### src/rtl/exe_stage.sv
// Execute stage of the 8-bit 5-stage pipeline. It forwards operands, runs the ALU, holds the C/Z flags,
// resolves conditional branches, and contains the EXE/MEM pipeline register.
module exe_stage #(
  parameter int DW = 8,
  parameter int AW = 12,
  parameter int RW = 3
) (
  input  logic          clk,
  input  logic          rst,
  input  logic          regWr_IN,
  input  logic          memRd_IN,
  input  logic          memWr_IN,
  input  logic          cWr_IN,
  input  logic          zWr_IN,
  input  logic [3:0]    aluOp_IN,
  input  logic [4:0]    opCode_IN,
  input  logic [RW-1:0] rd_IN,
  input  logic [RW-1:0] rs_IN,
  input  logic [RW-1:0] rt_IN,
  input  logic [DW-1:0] regData1_IN,
  input  logic [DW-1:0] regData2_IN,
  input  logic [DW-1:0] immConst_IN,
  input  logic [DW-1:0] brDisp_IN,
  input  logic [AW-1:0] pcPlus1_IN,
  input  logic          memFwdWr_IN,
  input  logic [RW-1:0] memFwdRd_IN,
  input  logic [DW-1:0] memFwdData_IN,
  input  logic          wbFwdWr_IN,
  input  logic [RW-1:0] wbFwdRd_IN,
  input  logic [DW-1:0] wbFwdData_IN,
  output logic          regWr_OUT,
  output logic          memRd_OUT,
  output logic          memWr_OUT,
  output logic [RW-1:0] rd_OUT,
  output logic [DW-1:0] aluResult_OUT,
  output logic [DW-1:0] storeData_OUT,
  output logic          cFlag_OUT,
  output logic          zFlag_OUT,
  output logic          brTaken_OUT,
  output logic [AW-1:0] brTarget_OUT,
  output logic          flush_OUT
);

  typedef enum logic [3:0] {
    OP_ADD  = 4'd0,  OP_ADC  = 4'd1,  OP_SUB = 4'd2,  OP_SBC = 4'd3,
    OP_AND  = 4'd4,  OP_OR   = 4'd5,  OP_XOR = 4'd6,  OP_MASK = 4'd7,
    OP_SHL  = 4'd8,  OP_SHR  = 4'd9,  OP_ROL = 4'd10, OP_ROR = 4'd11,
    OP_PASSB = 4'd12, OP_R13 = 4'd13, OP_R14 = 4'd14, OP_R15 = 4'd15
  } alu_op_e;

  logic          cFlag_q, cFlag_d;
  logic          zFlag_q, zFlag_d;
  logic          regWr_q, memRd_q, memWr_q;
  logic [RW-1:0] rd_q;
  logic [DW-1:0] aluRes_q, store_q;

  logic [DW-1:0] opA, rtVal, opB;
  logic [DW-1:0] res;
  logic          cNew;
  logic [DW:0]   sum;
  alu_op_e       op;

  // MEM beats WB; register 0 is an ordinary forwardable address.
  always_comb begin
    opA = regData1_IN;
    if (memFwdWr_IN && (memFwdRd_IN == rs_IN))    opA = memFwdData_IN;
    else if (wbFwdWr_IN && (wbFwdRd_IN == rs_IN)) opA = wbFwdData_IN;

    rtVal = regData2_IN;
    if (memFwdWr_IN && (memFwdRd_IN == rt_IN))    rtVal = memFwdData_IN;
    else if (wbFwdWr_IN && (wbFwdRd_IN == rt_IN)) rtVal = wbFwdData_IN;
  end

  assign opB = (opCode_IN[4:3] == 2'b10) ? immConst_IN : rtVal;
  assign op  = alu_op_e'(aluOp_IN);

  always_comb begin
    res  = opA;
    cNew = cFlag_q;
    sum  = '0;
    case (op)
      OP_ADD: begin
        sum  = {1'b0, opA} + {1'b0, opB};
        res  = sum[DW-1:0];
        cNew = sum[DW];
      end
      OP_ADC: begin
        sum  = {1'b0, opA} + {1'b0, opB} + {{DW{1'b0}}, cFlag_q};
        res  = sum[DW-1:0];
        cNew = sum[DW];
      end
      // Subtract by adding the complement: carry-out 1 means no borrow.
      OP_SUB: begin
        sum  = {1'b0, opA} + {1'b0, ~opB} + {{DW{1'b0}}, 1'b1};
        res  = sum[DW-1:0];
        cNew = sum[DW];
      end
      OP_SBC: begin
        sum  = {1'b0, opA} + {1'b0, ~opB} + {{DW{1'b0}}, cFlag_q};
        res  = sum[DW-1:0];
        cNew = sum[DW];
      end
      OP_AND:   res = opA & opB;
      OP_OR:    res = opA | opB;
      OP_XOR:   res = opA ^ opB;
      OP_MASK:  res = opA & ~opB;
      OP_SHL: begin
        res  = {opA[DW-2:0], 1'b0};
        cNew = opA[DW-1];
      end
      OP_SHR: begin
        res  = {1'b0, opA[DW-1:1]};
        cNew = opA[0];
      end
      OP_ROL: begin
        res  = {opA[DW-2:0], opA[DW-1]};
        cNew = opA[DW-1];
      end
      OP_ROR: begin
        res  = {opA[0], opA[DW-1:1]};
        cNew = opA[0];
      end
      OP_PASSB: res = opB;
      default:  res = opA;
    endcase
  end

  assign cFlag_d = cWr_IN ? cNew : cFlag_q;
  assign zFlag_d = zWr_IN ? (res == '0) : zFlag_q;

  // Branches test the flags as they stand before this edge's write.
  always_comb begin
    brTaken_OUT = 1'b0;
    if (opCode_IN[4:2] == 3'b111) begin
      case (opCode_IN[1:0])
        2'b00:   brTaken_OUT = zFlag_q;
        2'b01:   brTaken_OUT = ~zFlag_q;
        2'b10:   brTaken_OUT = cFlag_q;
        default: brTaken_OUT = ~cFlag_q;
      endcase
    end
  end

  assign brTarget_OUT = pcPlus1_IN + {{(AW-DW){brDisp_IN[DW-1]}}, brDisp_IN};
  assign flush_OUT    = brTaken_OUT;

  always_ff @(posedge clk) begin
    if (rst) begin
      cFlag_q  <= 1'b0;
      zFlag_q  <= 1'b0;
      regWr_q  <= 1'b0;
      memRd_q  <= 1'b0;
      memWr_q  <= 1'b0;
      rd_q     <= '0;
      aluRes_q <= '0;
      store_q  <= '0;
    end else begin
      cFlag_q  <= cFlag_d;
      zFlag_q  <= zFlag_d;
      regWr_q  <= regWr_IN;
      memRd_q  <= memRd_IN;
      memWr_q  <= memWr_IN;
      rd_q     <= rd_IN;
      aluRes_q <= res;
      store_q  <= rtVal;
    end
  end

  assign regWr_OUT     = regWr_q;
  assign memRd_OUT     = memRd_q;
  assign memWr_OUT     = memWr_q;
  assign rd_OUT        = rd_q;
  assign aluResult_OUT = aluRes_q;
  assign storeData_OUT = store_q;
  assign cFlag_OUT     = cFlag_q;
  assign zFlag_OUT     = zFlag_q;

endmodule

### config.mk
export PLATFORM = sky130hd
export DESIGN_NAME = exe_stage
export DESIGN_NICKNAME = d
export VERILOG_FILES = /design/src/rtl/exe_stage.sv
export SDC_FILE = /design/constraint.sdc
export NUM_CORES = 1
export LEC_CHECK = 0
export ABC_AREA = 1
export CORE_MARGIN = 4
export CORE_UTILIZATION = 50
export DETAILED_ROUTE_END_ITERATION = 8
export GPL_ROUTABILITY_DRIVEN = 0
export PLACE_DENSITY = 0.86
export SYNTH_ARGS = -nofsm -noshare
export SYNTH_HDL_FRONTEND = slang
export SYNTH_SLANG_ARGS = --single-unit
### constraint.sdc
create_clock -name clk -period 7.7 [get_ports clk]
set_input_delay 1.54 -clock clk [delete_from_list [all_inputs] [get_ports clk]]
set_output_delay 1.54 -clock clk [all_outputs]
set_load 0.02 [all_outputs]
# --- Yosys cells after proc, flatten, opt, wreduce, memory -nomap -nowiden ---
# Cells that the tools add are included.
word_totals:
  inputBits: 93
  regBits: 24
  output_inout_bits: 38
  word_cells: 61
op_classes:
  eq_ne: 20
  n_reduce_logical: 11
  bitwise: 7
  mux: 9
  addsub: 6
op_table:
  columns: ["cell", "n"]
  rows:
  - ["$pmux W8 S13", 1]
  - ["$mux W8", 5]
  - ["$eq A4 B4 Y1 const B", 5]
  - ["$add A8 B8 Y9", 2]
  - ["$add A9 B1 Y9", 2]
  - ["$and A8 B8 Y8", 2]
  - ["$eq A4 B3 Y1 const B", 4]
  - ["$add A12 B12 Y12", 1]
  - ["$eq A3 B3 Y1", 4]
  - ["$add A9 B1 Y9 const B", 1]
  - ["$eq A4 B2 Y1 const B", 2]
  - ["$logic_not A8 Y1", 1]
  - ["$not A8 Y8", 1]
  - ["$or A8 B8 Y8", 1]
  - ["$xor A8 B8 Y8", 1]
  - ["$pmux W1 S6", 1]
  - ["$reduce_bool A6 Y1", 1]
  - ["$eq A2 B2 Y1 const B", 2]
  - ["$eq A4 B1 Y1 const B", 1]
  - ["$logic_and A1 B1 Y1", 4]
  - ["$logic_not A4 Y1", 1]
  - ["$reduce_or A2 Y1", 2]
  - ["$eq A3 B3 Y1 const B", 1]
  - ["$pmux W1 S3", 1]
  - ["other kinds (5)", 6]

# --- Logic depth before layout (Yosys ltp) ---
logic_depth:
  word_depth: 10
  depth_mapped: 32
  depth_no_buf: 31

# --- Worst setup path after synthesis ---
# OpenSTA, ideal clock, no wires.
synth_timing:
  path_type: "input to output"
  start: "input port brDisp_IN[2]"
  end: "output port brTarget_OUT[11]"
  n_path_buf: 0
  path_stages: 17
  setup_slack_ns: 2.567
  arrival_ns: 3.593
  t_required_ns: 6.160
  path_cell_list: "ha_1 -> a21oi_1 -> nand2_1 -> a21oi_1 -> nor2_1 -> o21ai_0 -> nand2_1 -> a21oi_1 -> inv_1 -> nand2_1 -> inv_1 -> nor2_1 -> inv_1 -> a21oi_1 -> o21ai_0 -> a21oi_1 -> xor2_1"
synth_via:
  elab_chain_len: 1
synth_rtl:
  columns: ["item", "line", "text"]
  rows:
  - ["from (decl)", "23", "input logic [DW-1:0] brDisp_IN,"]
  - ["$add A12 B12 Y12", "144", "assign brTarget_OUT = pcPlus1_IN + {{(AW-DW){brDisp_IN[DW-1]}}, brDisp_IN};"]
  - ["to (decl)", "40", "output logic [AW-1:0] brTarget_OUT,"]
# Every way passes these cells.

# --- Final worst setup path ---
# Same ends and word-level chain as after synthesis.

==> run metrics <==
outcome=finished, violations left; violations in the final reports=DRC; die span in y=about 100 µm; category of the most critical setup path=input pin to primary output; worst-path maximum fanout=4; Seq cells post-synth=24; remaining global-route overflow=0; final count of hold timing violations=0; number of buffers inserted by port buffering=130; number of setup buffers added after CTS=0; Final #Nets=roughly 960; critical path arrival=between 4 and 5 ns; Avg Vias per Cell=5.579; actual slew at the worst max-slew pin=slightly above 0.8 ns; main area contributors after synthesis=nand2_1 (15%), ha_1 (12%), dfxtp_1 (12%), inv_1 (10%), nand3_1 (8.5%); kind of start point of the critical path=input pin; number of maximum-capacitance constraint violations=0; first-pass GRT wire length=22210 µm; DPL Wire Length=about 12000 µm; post-route clock skew=0.008029 ns; clock slew at the register clock pins of the worst setup and hold paths=0.09 ns; number of standard-cell rows in the floorplan=32; Lkg Pwr=2.744 nW; clock group share of total power=roughly 14%; Switch Pwr=between 0.3 and 0.4 mW; fraction of layout instances using a drive strength above 1=about 6.8%; area of the core region=approximately 8000 µm²; cell taking the most area after synthesis=nand2_1; minimum period implied by the final worst setup slack=about 6.3 ns; area growth from synthesis to layout=35.62%; cts bufs inserted=3; kind of end point of the critical path=primary output; most instantiated flip-flop cell in the synthesis netlist=dfxtp_1; Comb power frac=between 60 and 70%; average cell area after synthesis=a little under 6 µm²; Antenna Violating Nets Remaining=0; count of final setup violators=0; buffer type at the clock tree root=clkbuf_8; Clock Sink Count=24; Tot Pwr=0.7909 mW; Int Pwr=0.4118 mW; Post-synth top cells=nand2_1 (166), inv_1 (110), nor2_1 (77); largest net degree at the start of global routing=22; number of enable-type register cells in the synthesized netlist=0; placed instance area=5464 µm²; clock tree from TritonCTS=done; DRC marker count from the first detailed-route iteration=537; H-tree depth reported by CTS=1; setup repair after global routing missed its margin=no; net count of the mapped netlist=approximately 830; clk_lat worst skew=between 0.2 and 0.3 ns; max-slew violation total from the final report=0; maximum buffer depth of the clock tree=2; Initial Util=around 52%; Worst Hold Path Cells=3; antenna violations before repair=0; ratio of total power to cell area=around 140 nW/µm²; cell area after synthesis=slightly above 4000 µm²; DIE AREA=9673 µm²; sequential cell fraction of total power=17.6%; number of warnings reported in the yosys synthesis log=0; normalized max-slew margin=between 40% and 50%; first-pass detailed-route iteration total=9; via count of the first global-routing pass=roughly 4800; vias after detailed routing=a little over 5000; Max rail drop VDD=about 0.00011 V; critical path required time=6.16 ns; sw frac=a little under half; Final TNS setup=0 ns; depth of the worst register-to-register path=14; utilization after layout=70.54%; average wire per cell in the routed design=roughly 15 µm; top-count cell post-synth=nand2_1; post-synthesis cell count=700; overall routed net length=roughly 14000 µm; DRC violation count after routing=1; Synth async-reset ratio=0%; hold crit path type=flop to flop; CTS hold repair buffers=0; register area share after synthesis=11.77%; Netlist cell types=45; post-CTS resize count=0; number of diodes added for antenna fixing=0; all-layer global routing usage=27.15%; final clock period utilization by the worst path=82.22%; area of all placed cells without fillers=about 5500 µm²; Yosys top cell area share=approximately 15%; Max Fclk=158.0 MHz; die extent in x=around 98 µm; I/O pin count=roughly 130
[critical path, cell delays in order]
cell and delay [ns]:
clkdlybuf4s50_1 0.42, ha_1 0.36, a21oi_1 0.16, nand2_1 0.10, a21oi_1 0.17, nor2_1 0.07, o21ai_0 0.15, nand2_1 0.08
a21oi_1 0.14, inv_1 0.07, nand2_1 0.06, inv_1 0.05, nor2_1 0.09, inv_1 0.05, a21oi_1 0.19, o21ai_0 0.12
a21oi_1 0.16, xor2_1 0.19, clkdlybuf4s50_1 0.63
[per-stage QoR]
| step | hold slack [ns] | worst slack [ns] | cells |
|---|---|---|---|
| after floorplan | 0.5807 | 2.567 | 700 |
| after global placement | 0.5438 | 1.630 | 922 |
| after detailed placement | 0.5598 | 1.426 | 922 |
| after CTS | 0.5743 | 1.403 | 926 |
| after global routing | 0.6044 | 1.063 | 926 |
| final | 0.5715 | 1.369 | 926 |
[path summary, 6_finish.rpt]
| kind | end | startpoint | slack, ns |
|---|---|---|---|
| setup / recovery | brTarget_OUT[11] | brDisp_IN[2] | 1.37 |
| hold / removal | zFlag_OUT | zFlag_OUT | 0.57 |
| setup reg to reg | zFlag_OUT | cFlag_OUT | 5.18 |
| hold reg to reg | zFlag_OUT | zFlag_OUT | 0.57 |
[power groups by stage]
| stage | Combinational [mW] | Clock [mW] | Sequential, mW |
|---|---|---|---|
| CTS | 0.530 | 0.111 | 0.139 |
| detailed placement | 0.527 | 0 | 0.142 |
| floorplan | 0.328 | 0 | 0.157 |
| global placement | 0.514 | 0 | 0.142 |
| finish | 0.541 | 0.111 | 0.139 |
| global route | 0.591 | 0.118 | 0.141 |
[cells by family (layout without fill, tap and decap cells)]
kind of cell / after synthesis / count (layout) / synth area share (%)
AO/OA/AOI/OAI: 121 / 121 / 17.11
flip-flops: 24 / 24 / 11.77
XOR/XNOR: 15 / 15 / 3.403
buffers and inverters: 128 / 252 / 11.99
adder cells (fa/ha/maj): 40 / 40 / 12.45
AND/OR/NAND/NOR: 372 / 372 / 43.29
[cells in the final DEF, fill, tap and decap left out, drive strengths merged, types with 2 or more instances in the layout]
cell type	n
a21oi	28
clkdlybuf4s50	130
xor2	11
dfxtp	24
or2	5
xnor2	4
a31oi	2
o21ai	58
clkbuf	3
nor2	87
nor3	6
o211ai	7
a211oi	6
nand4	10
nand2	181
nand3	82
inv	117
a221oi	2
o22ai	8
o21a	2
o2111ai	2
ha	39
[routing by layer]
layer	global-route usage (%)	up-vias	wire, µm
li1	-	2535	-
met1	33.41	2310	5277
met2	49.40	289	6798
met3	4.143	32	1321
met4	6.303	0	286
met5	0	-	0
[area by class of cell]
type | count | area, µm²
inverters | 118 | 442.9
fillers | 698 | 2312
flip-flops and latches | 24 | 480.5
clock inverters | 1 | 30.03
multi-input cells | 548 | 3112
repair buffers | 130 | 1301
clock buffers | 3 | 41.29
well taps | 102 | 127.6
[state kept, by name, summed over array words and instances, names as in the netlist]
name and count:
aluResult_OUT 8, storeData_OUT 8, rd_OUT 3, cFlag_OUT 1, memRd_OUT 1, memWr_OUT 1
regWr_OUT 1, zFlag_OUT 1
Power figures use the tool's default switching activity.
